## src/rtl/text_string_builder.sv

```systemverilog
// text_string_builder
// Builds the packed ASCII string shown by the text-overlay pixel generator:
// a caller-supplied prefix followed by the decimal rendering of a binary
// value. The binary-to-decimal conversion runs sequentially (double-dabble),
// and the visible outputs change only on the single edge that raises done.
module text_string_builder #(
    parameter int MAX_TEXT_WIDTH = 20,
    parameter int PREFIX_CHARS   = 12,
    parameter int VALUE_BITS     = 8,
    parameter int DIGITS         = 3
) (
    input  logic                        clock,
    input  logic                        resetn,
    input  logic                        start,
    input  logic [PREFIX_CHARS*8-1:0]   prefix,
    input  logic [5:0]                  prefixLength,
    input  logic [VALUE_BITS-1:0]       value,
    input  logic                        suppressZeros,
    output logic [MAX_TEXT_WIDTH*8-1:0] textString,
    output logic [5:0]                  stringLength,
    output logic                        busy,
    output logic                        done,
    output logic                        overflow
);

    localparam int TEXT_BITS = MAX_TEXT_WIDTH * 8;
    localparam int BCD_BITS  = DIGITS * 4;
    // One counter serves both the conversion and the emit phase.
    localparam int CNT_W     = (VALUE_BITS > DIGITS) ? $clog2(VALUE_BITS + 1)
                                                     : $clog2(DIGITS + 1);

    localparam logic [5:0]       PREFIX_CAP   = 6'(PREFIX_CHARS);
    localparam logic [5:0]       TEXT_CAP     = 6'(MAX_TEXT_WIDTH);
    localparam logic [CNT_W-1:0] CONVERT_LAST = CNT_W'(VALUE_BITS - 1);
    localparam logic [CNT_W-1:0] EMIT_LAST    = CNT_W'(DIGITS - 1);

    typedef enum logic [1:0] {
        S_IDLE    = 2'd0,
        S_CONVERT = 2'd1,
        S_EMIT    = 2'd2,
        S_DONE    = 2'd3
    } state_t;

    state_t                 state_reg;
    logic [TEXT_BITS-1:0]   text_reg;      // working string, newest char in [7:0]
    logic [5:0]             len_reg;       // working string length
    logic [VALUE_BITS-1:0]  shift_reg;     // binary bits still to be shifted in
    logic [BCD_BITS-1:0]    bcd_reg;       // BCD accumulator, MS digit on top
    logic [CNT_W-1:0]       cnt_reg;       // step counter within a phase
    logic                   ovf_reg;       // truncation seen during this build
    logic                   seen_reg;      // a nonzero digit has been emitted
    logic                   suppress_reg;  // latched suppressZeros

    // Prefix length handling: clamp to the prefix capacity, then to the output.
    logic [5:0]             prefix_len_clamp;
    logic                   prefix_clipped;
    logic [5:0]             start_len;
    logic [TEXT_BITS-1:0]   prefix_fit;

    assign prefix_len_clamp = (prefixLength > PREFIX_CAP) ? PREFIX_CAP : prefixLength;
    assign prefix_clipped   = (prefix_len_clamp > TEXT_CAP);
    assign start_len        = prefix_clipped ? TEXT_CAP : prefix_len_clamp;

    // Mask the prefix to its valid bytes. Bytes above the output capacity are
    // simply not carried, which discards the oldest characters when clipping.
    genvar gi;
    generate
        for (gi = 0; gi < MAX_TEXT_WIDTH; gi++) begin : gen_prefix_fit
            if (gi < PREFIX_CHARS) begin : gen_byte
                assign prefix_fit[gi*8 +: 8] =
                    (6'(gi) < prefix_len_clamp) ? prefix[gi*8 +: 8] : 8'h00;
            end else begin : gen_pad
                assign prefix_fit[gi*8 +: 8] = 8'h00;
            end
        end
    endgenerate

    // Double-dabble correction: every BCD nibble >= 5 gets +3 before the shift.
    logic [BCD_BITS-1:0] bcd_adj;
    generate
        for (gi = 0; gi < DIGITS; gi++) begin : gen_bcd_adj
            assign bcd_adj[gi*4 +: 4] = (bcd_reg[gi*4 +: 4] >= 4'd5)
                                      ? bcd_reg[gi*4 +: 4] + 4'd3
                                      : bcd_reg[gi*4 +: 4];
        end
    endgenerate

    // Emit-phase helpers: digits leave the top of the BCD register MS first.
    logic [3:0] digit;
    logic [7:0] digit_char;
    logic       last_digit;
    logic       skip_digit;
    logic       text_full;

    assign digit      = bcd_reg[BCD_BITS-1 -: 4];
    assign digit_char = {4'h3, digit};
    assign last_digit = (cnt_reg == EMIT_LAST);
    // Leading zeros are dropped on request, but the final digit always stays.
    assign skip_digit = suppress_reg && (digit == 4'd0) && !seen_reg && !last_digit;
    assign text_full  = (len_reg >= TEXT_CAP);

    // Build sequencer with registered status and result outputs.
    always_ff @(posedge clock) begin
        if (!resetn) begin
            state_reg    <= S_IDLE;
            text_reg     <= '0;
            len_reg      <= '0;
            shift_reg    <= '0;
            bcd_reg      <= '0;
            cnt_reg      <= '0;
            ovf_reg      <= 1'b0;
            seen_reg     <= 1'b0;
            suppress_reg <= 1'b0;
            textString   <= '0;
            stringLength <= '0;
            busy         <= 1'b0;
            done         <= 1'b0;
            overflow     <= 1'b0;
        end else begin
            // busy trails the state by one edge, so it stays high through the
            // done cycle; the idle gate below uses it to refuse a start there.
            busy <= (state_reg != S_IDLE);
            done <= 1'b0;

            case (state_reg)
                S_IDLE: begin
                    if (start && !busy) begin
                        text_reg     <= prefix_fit;
                        len_reg      <= start_len;
                        ovf_reg      <= prefix_clipped;
                        shift_reg    <= value;
                        bcd_reg      <= '0;
                        cnt_reg      <= '0;
                        seen_reg     <= 1'b0;
                        suppress_reg <= suppressZeros;
                        state_reg    <= S_CONVERT;
                    end
                end

                S_CONVERT: begin
                    {bcd_reg, shift_reg} <= {bcd_adj[BCD_BITS-2:0], shift_reg, 1'b0};
                    if (cnt_reg == CONVERT_LAST) begin
                        cnt_reg   <= '0;
                        state_reg <= S_EMIT;
                    end else begin
                        cnt_reg <= cnt_reg + CNT_W'(1);
                    end
                end

                S_EMIT: begin
                    bcd_reg  <= bcd_reg << 4;
                    seen_reg <= seen_reg | (digit != 4'd0);
                    if (!skip_digit) begin
                        if (!text_full) begin
                            text_reg <= (text_reg << 8) | TEXT_BITS'(digit_char);
                            len_reg  <= len_reg + 6'd1;
                        end else begin
                            ovf_reg <= 1'b1;
                        end
                    end
                    if (last_digit) begin
                        cnt_reg   <= '0;
                        state_reg <= S_DONE;
                    end else begin
                        cnt_reg <= cnt_reg + CNT_W'(1);
                    end
                end

                S_DONE: begin
                    done         <= 1'b1;
                    textString   <= text_reg;
                    stringLength <= len_reg;
                    overflow     <= ovf_reg;
                    state_reg    <= S_IDLE;
                end

                default: state_reg <= S_IDLE;
            endcase
        end
    end

endmodule

```

## config.mk

```make
export PLATFORM = sky130hd
export DESIGN_NAME = text_string_builder
export DESIGN_NICKNAME = d
export VERILOG_FILES = /design/src/rtl/text_string_builder.sv
export SDC_FILE = /design/constraint.sdc
export NUM_CORES = 1
export LEC_CHECK = 0
export ABC_AREA = 1
export CELL_PAD_IN_SITES_DETAIL_PLACEMENT = 0
export CELL_PAD_IN_SITES_GLOBAL_PLACEMENT = 1
export CORE_MARGIN = 2
export CORE_UTILIZATION = 37
export CTS_CLUSTER_DIAMETER = 30
export CTS_CLUSTER_SIZE = 12
export DETAILED_ROUTE_END_ITERATION = 16
export GPL_TIMING_DRIVEN = 0
export PLACE_DENSITY_LB_ADDON = 0.2
export SETUP_SLACK_MARGIN = 0.5
export SYNTH_ARGS = -nofsm -noshare
export SYNTH_HDL_FRONTEND = slang
export SYNTH_SLANG_ARGS = --single-unit
export TNS_END_PERCENT = 20
```

## constraint.sdc

```tcl
create_clock -name clock -period 2.3 [get_ports clock]
set_input_delay 0.345 -clock clock [delete_from_list [all_inputs] [get_ports clock]]
set_output_delay 0.345 -clock clock [all_outputs]
set_load 0.01 [all_outputs]
```

== Word level (Yosys, flattened, before mapping) ==
Cells that the tools add are included.

* Register bits: 364
* Logic and storage cells: 115
* Output and inout bits: 169

* Mux-type cells: 44
* Bitwise gates (word level): 2
* Add/sub/neg operators: 5
* Reductions and logical operators: 21
* Order comparisons: 18
* Equal/unequal tests: 11

{| class="wikitable"
|+ Operators by type and width
! kind !! number
|-
| two-way mux 160 bit || 3
|-
| one-hot mux 160 bit (2 select lines) || 1
|-
| bitwise OR 160 x 6 -> 160 bit || 1
|-
| two-way mux 8 bit || 13
|-
| one-hot mux 12 bit (3 select lines) || 1
|-
| two-way mux 6 bit || 5
|-
| less-than comparator 3 x 6 -> 1 bit, first input constant || 4
|-
| less-than comparator 4 x 6 -> 1 bit, first input constant || 4
|-
| two-way mux 4 bit || 5
|-
| one-hot mux 8 bit (2 select lines) || 1
|-
| greater-or-equal comparator 4 x 3 -> 1 bit, second input constant || 3
|-
| less-than comparator 1 x 6 -> 1 bit, first input constant || 2
|-
| less-than comparator 2 x 6 -> 1 bit, first input constant || 2
|-
| two-way mux 12 bit || 1
|-
| != test 2 bit, second input constant || 6
|-
| one-hot mux 4 bit (3 select lines) || 1
|-
| one-hot mux 6 bit (2 select lines) || 1
|-
| adder 4 x 2 -> 4 bit, second input constant || 2
|-
| one-hot mux 2 bit (4 select lines) || 1
|-
| AND reduction 2 bit || 4
|-
| AND reduction 4 bit || 2
|-
| adder 6 x 1 -> 6 bit, second input constant || 1
|-
| greater-or-equal comparator 6 x 5 -> 1 bit, second input constant || 1
|-
| > comparator 6 x 4 -> 1 bit, second input constant || 1
|-
| other kinds (20) || 35
|}

== Logic depth before layout (Yosys ltp) ==
* Depth in word-level cells: 6
* Depth in mapped cells: 13

== Least setup slack after synthesis ==
OpenSTA, ideal clock, no wires.

* Path type: register to register
* Start: register state_reg[0]
* End: register len_reg[1]
* Clock period less this slack: 1761 ps
* Arrival: 1648 ps
* Setup slack: 539 ps
* Path buffers: 3
* Stages on the path, launching flop included: 12
* Cell sequence: dfxtp_1 -> inv_1 -> ha_1 -> buf_2 -> nand2_1 -> inv_1 -> nand2_1 -> nand3_2 -> buf_4 -> buf_2 -> nor2_1 -> nor2_1

* Longest elaborated chain between the ends: 3

{| class="wikitable"
|+ RTL lines
! what !! RTL line !! RTL
|-
| from (decl) || 44 || <nowiki>state_t state_reg;</nowiki>
|-
| from (signal assigned) || 105 || <nowiki>state_reg <= S_IDLE;</nowiki>
|-
| from (signal assigned) || 136 || <nowiki>state_reg <= S_CONVERT;</nowiki>
|-
| from (signal assigned) || 144 || <nowiki>state_reg <= S_EMIT;</nowiki>
|-
| equality test 2 bit or logical NOT 2 bit (tied branches) || 125 || <nowiki>case (state_reg)</nowiki>
|-
| != test 2 bit (no line) or nonzero test 2 bit (tied branches) || n/a ||
|-
| AND reduction 4 bit (no line) || n/a ||
|-
| to (signal assigned) || 129 || <nowiki>len_reg <= start_len;</nowiki>
|-
| to (signal assigned) || 156 || <nowiki>len_reg <= len_reg + 6'd1;</nowiki>
|-
| to (decl) || 46 || <nowiki>logic [5:0] len_reg;</nowiki>
|}

Several ways; a longest one is shown, not always the timed one.
A chain may end at the register's enable or synchronous reset.

== Worst setup path in the final report ==
* Start: register textString[87]
* End: output textString[87]

{| class="wikitable"
|+ RTL lines
! what !! RTL line !! RTL
|-
| from (decl) || 19 || <nowiki>output logic [MAX_TEXT_WIDTH*8-1:0] textString,</nowiki>
|-
| from (signal assigned) || 171 || <nowiki>textString <= text_reg;</nowiki>
|}

No word-level cell between the ends.

==> qor.txt <==
Highest Clock Rate - 526 MHz
Post-Synth Adder-Cell Area - 1.30%
Hold Path Depth - 3
max_cap viols - 0
CP Buf/Inv Count - 1
# DRC - 0
Overall Global Routing Usage - 24.8%
yosys warns - 0
port bufs - 281
area delta synth->final - 55.1%
Layout fillers - 3812
xor and xnor area share after synthesis - 0.228%
met1 Use GR - 31.4%
CP peak stage delay - 0.63 ns
CTS root buf - clkbuf_16
multiplexer area fraction after synthesis - 0%
syn_nets - 2345
Worst VDD drop - 557 uV
worst slew pin tran - 0.728 ns
initial antenna violation count - 4
Compound-Gate Fraction of Synth Area - 13.4%
Crit Path Category - reg -> out
CTS tree - done
vias per cell - 4.98
CP max-delay cell - clkdlybuf4s50_1
fraction of layout cells with a size suffix above 1 - 16.4%
M2 GR Usage - 41.1%
synthesized area per cell - 6.93 um^2
Initial Utilization - 37.5%
die height - 208 um
Final Hold Viols - 0
global-route wire length before repair - 84900 um
largest net degree at the start of global routing - 12
Sink Count - 364
unrepaired setup endpoints after global routing - yes
Post-DRT Antenna Nets - 0
most frequent cells in the layout - 412 x nand2_1, 384 x nor2_1, 360 x dfxtp_1
Max clock buf depth - 3
io pins - 283
required time worst endpoint - 1.96 ns
r2r endpoint - textString[3]
row count - 74
CP Launch Point - textString[87]
relative slew slack - 51.4%
Worst setup SP type - register
Remaining Overflow, GRT - 0
CP Capture Point - textString[87]
setup slack, reg-to-reg - 0.40 ns
CP endpoint kind - output port
CTS clock-pin slew for the worst setup and hold paths - 0.05 ns
Cell Pwr Density - 1320 nW/um^2
Max Slew Vio Count - 0
overall power - 31400 uW
DR iter-0 viols - 971
Vias - 16100
worst skew pair latency - 0.59 ns
Pleak - 0.0104 uW
clock skew - 0.0203 ns
combinational family with the most area after synthesis - simple AND/OR/NAND/NOR gates
setup violators final - 0
reg2reg start - state_reg[1]
worst path cell trace - clkdlybuf4s50_1
critical-path maximum fanout - 2
status - complete, no violations
GRT Max-Usage Layer - met2
GR Layer Usage met3 - 5.16%
Die Area - 43100 um^2
Cells after Synth - 2215
sequential area share after synthesis - 47.5%
CP top delay family - buffers and inverters
arrival time worst endpoint - 1.56 ns
fin crit share - 82.6%
synth unique cells - 30
simple-gate share of the synthesized area - 28.8%
post-layout net count - 2752
Mapped Area - 15300 um^2
RePlAce Congestion - 0.856
vias in the first global route - 15700
CORE AREA - 40900 um^2
#FFs+latches synth - 364
Wirelength per Cell - 17.4 um
worst min-delay path class - in -> reg
commonest non-fill, non-tap cell in the layout - nand2_1
CTS H-Tree Depth - 3
dpl ws - -0.514 ns
final setup margin - 0.399 ns
Crit. path cell count - 1
DP HPWL - 40300 um
Die W - 208 um
final wirelength - 56200 um
Inserted Clock Buffers - 86
Reg2Reg Depth - 6
fin crit period - 1.90 ns
DRT Pass-1 Iters - 5
[per-stage QoR]
| stage | hold WS, ns | area, um^2 | TNS [ns] | utilization, % | cells |
|---|---|---|---|---|---|
| after global placement | 0.441 | 18800 | -40.45 | 46.0 | 3028 |
| after CTS | 0.331 | 22500 | 0 | 55.0 | 3200 |
| after global routing | 0.376 | 23800 | 0 | 58.2 | 3223 |
| final | 0.351 | 23800 | 0 | 58.2 | 3225 |
| after detailed placement | 0.453 | 18800 | -45.85 | 46.0 | 3028 |
| after floorplan | 0.426 | 15300 | 0 | - | 2215 |
[power breakdown]
part	total [uW]	switching (uW)	internal [uW]	leakage (uW)
Combinational	10200	5840	4390	0.00595
Clock	12900	3830	9080	0.00150
Sequential	8300	718	7590	0.00296
Total	31400	10400	21100	0.0104
[Yosys cell counts, drive strengths merged]
| cell | n | area [um^2] |
|---|---|---|
| a21oi | 188 | 941 |
| a31oi | 8 | 50.1 |
| buf | 61 | 298 |
| clkbuf | 93 | 349 |
| clkinv | 1 | 3.75 |
| dfxtp | 364 | 7290 |
| ha | 16 | 200 |
| inv | 183 | 687 |
| nand2 | 495 | 1860 |
| nand3 | 124 | 626 |
| nand3b | 2 | 15.0 |
| nand4 | 63 | 394 |
| nor2 | 402 | 1520 |
| nor3 | 3 | 15.0 |
| o211ai | 1 | 7.51 |
| o21a | 2 | 15.0 |
| o21ai | 200 | 1010 |
| o21bai | 2 | 18.8 |
| o22ai | 2 | 12.5 |
| o31ai | 1 | 7.51 |
| xor2 | 4 | 35.0 |
[routing by layer]
metal / part of all wire [%] / wire length (um) / vias to the layer above
met2: 47 / 26200 / 548
li1: - / - / 7956
met3: 6.8 / 3800 / 116
met4: 3.4 / 1910 / 2
met5: 0.020 / 11 / -
met1: 43 / 24300 / 7439
[timing repair]
item	in CTS	in global routing
resized for setup	144	274
cloned	1	15
setup buffers	14	8
pin swaps	7	58
hold buffers	0	0
endpoints found under the setup margin	524	491
[logic make-up after synthesis]
kind of cell,Yosys count
simple gates,1089
compound gates,404
flops,364
buf+inv,338
fa+ha+maj,16
xor+xnor,4
[worst min path at each step]
| stage | startpoint | end | slack, ns |
|---|---|---|---|
| after floorplan | len_reg[5] | len_reg[5] | 0.43 |
| after global placement | ovf_reg | overflow | 0.44 |
| after detailed placement | ovf_reg | ovf_reg | 0.45 |
| after CTS | value[1] | shift_reg[1] | 0.33 |
| after global routing | value[1] | shift_reg[1] | 0.38 |
| final | value[1] | shift_reg[1] | 0.35 |
[layout make-up]
cell class                      count  area [um^2]  share of cell area [%]
Antenna cell                        2         5.00                  0.0210
Inverter                          184          711                    2.99
Clock inverter                     47          682                    2.86
Clock buffer                      110         2420                    10.2
Multi-Input combinational cell   1513         7480                    31.4
Buffer                            154         1090                    4.60
Tap cell                          532          666                    2.80
Timing Repair Buffer              319         3440                    14.5
Sequential cell                   364         7300                    30.7
(Power assumes the default switching activity.)
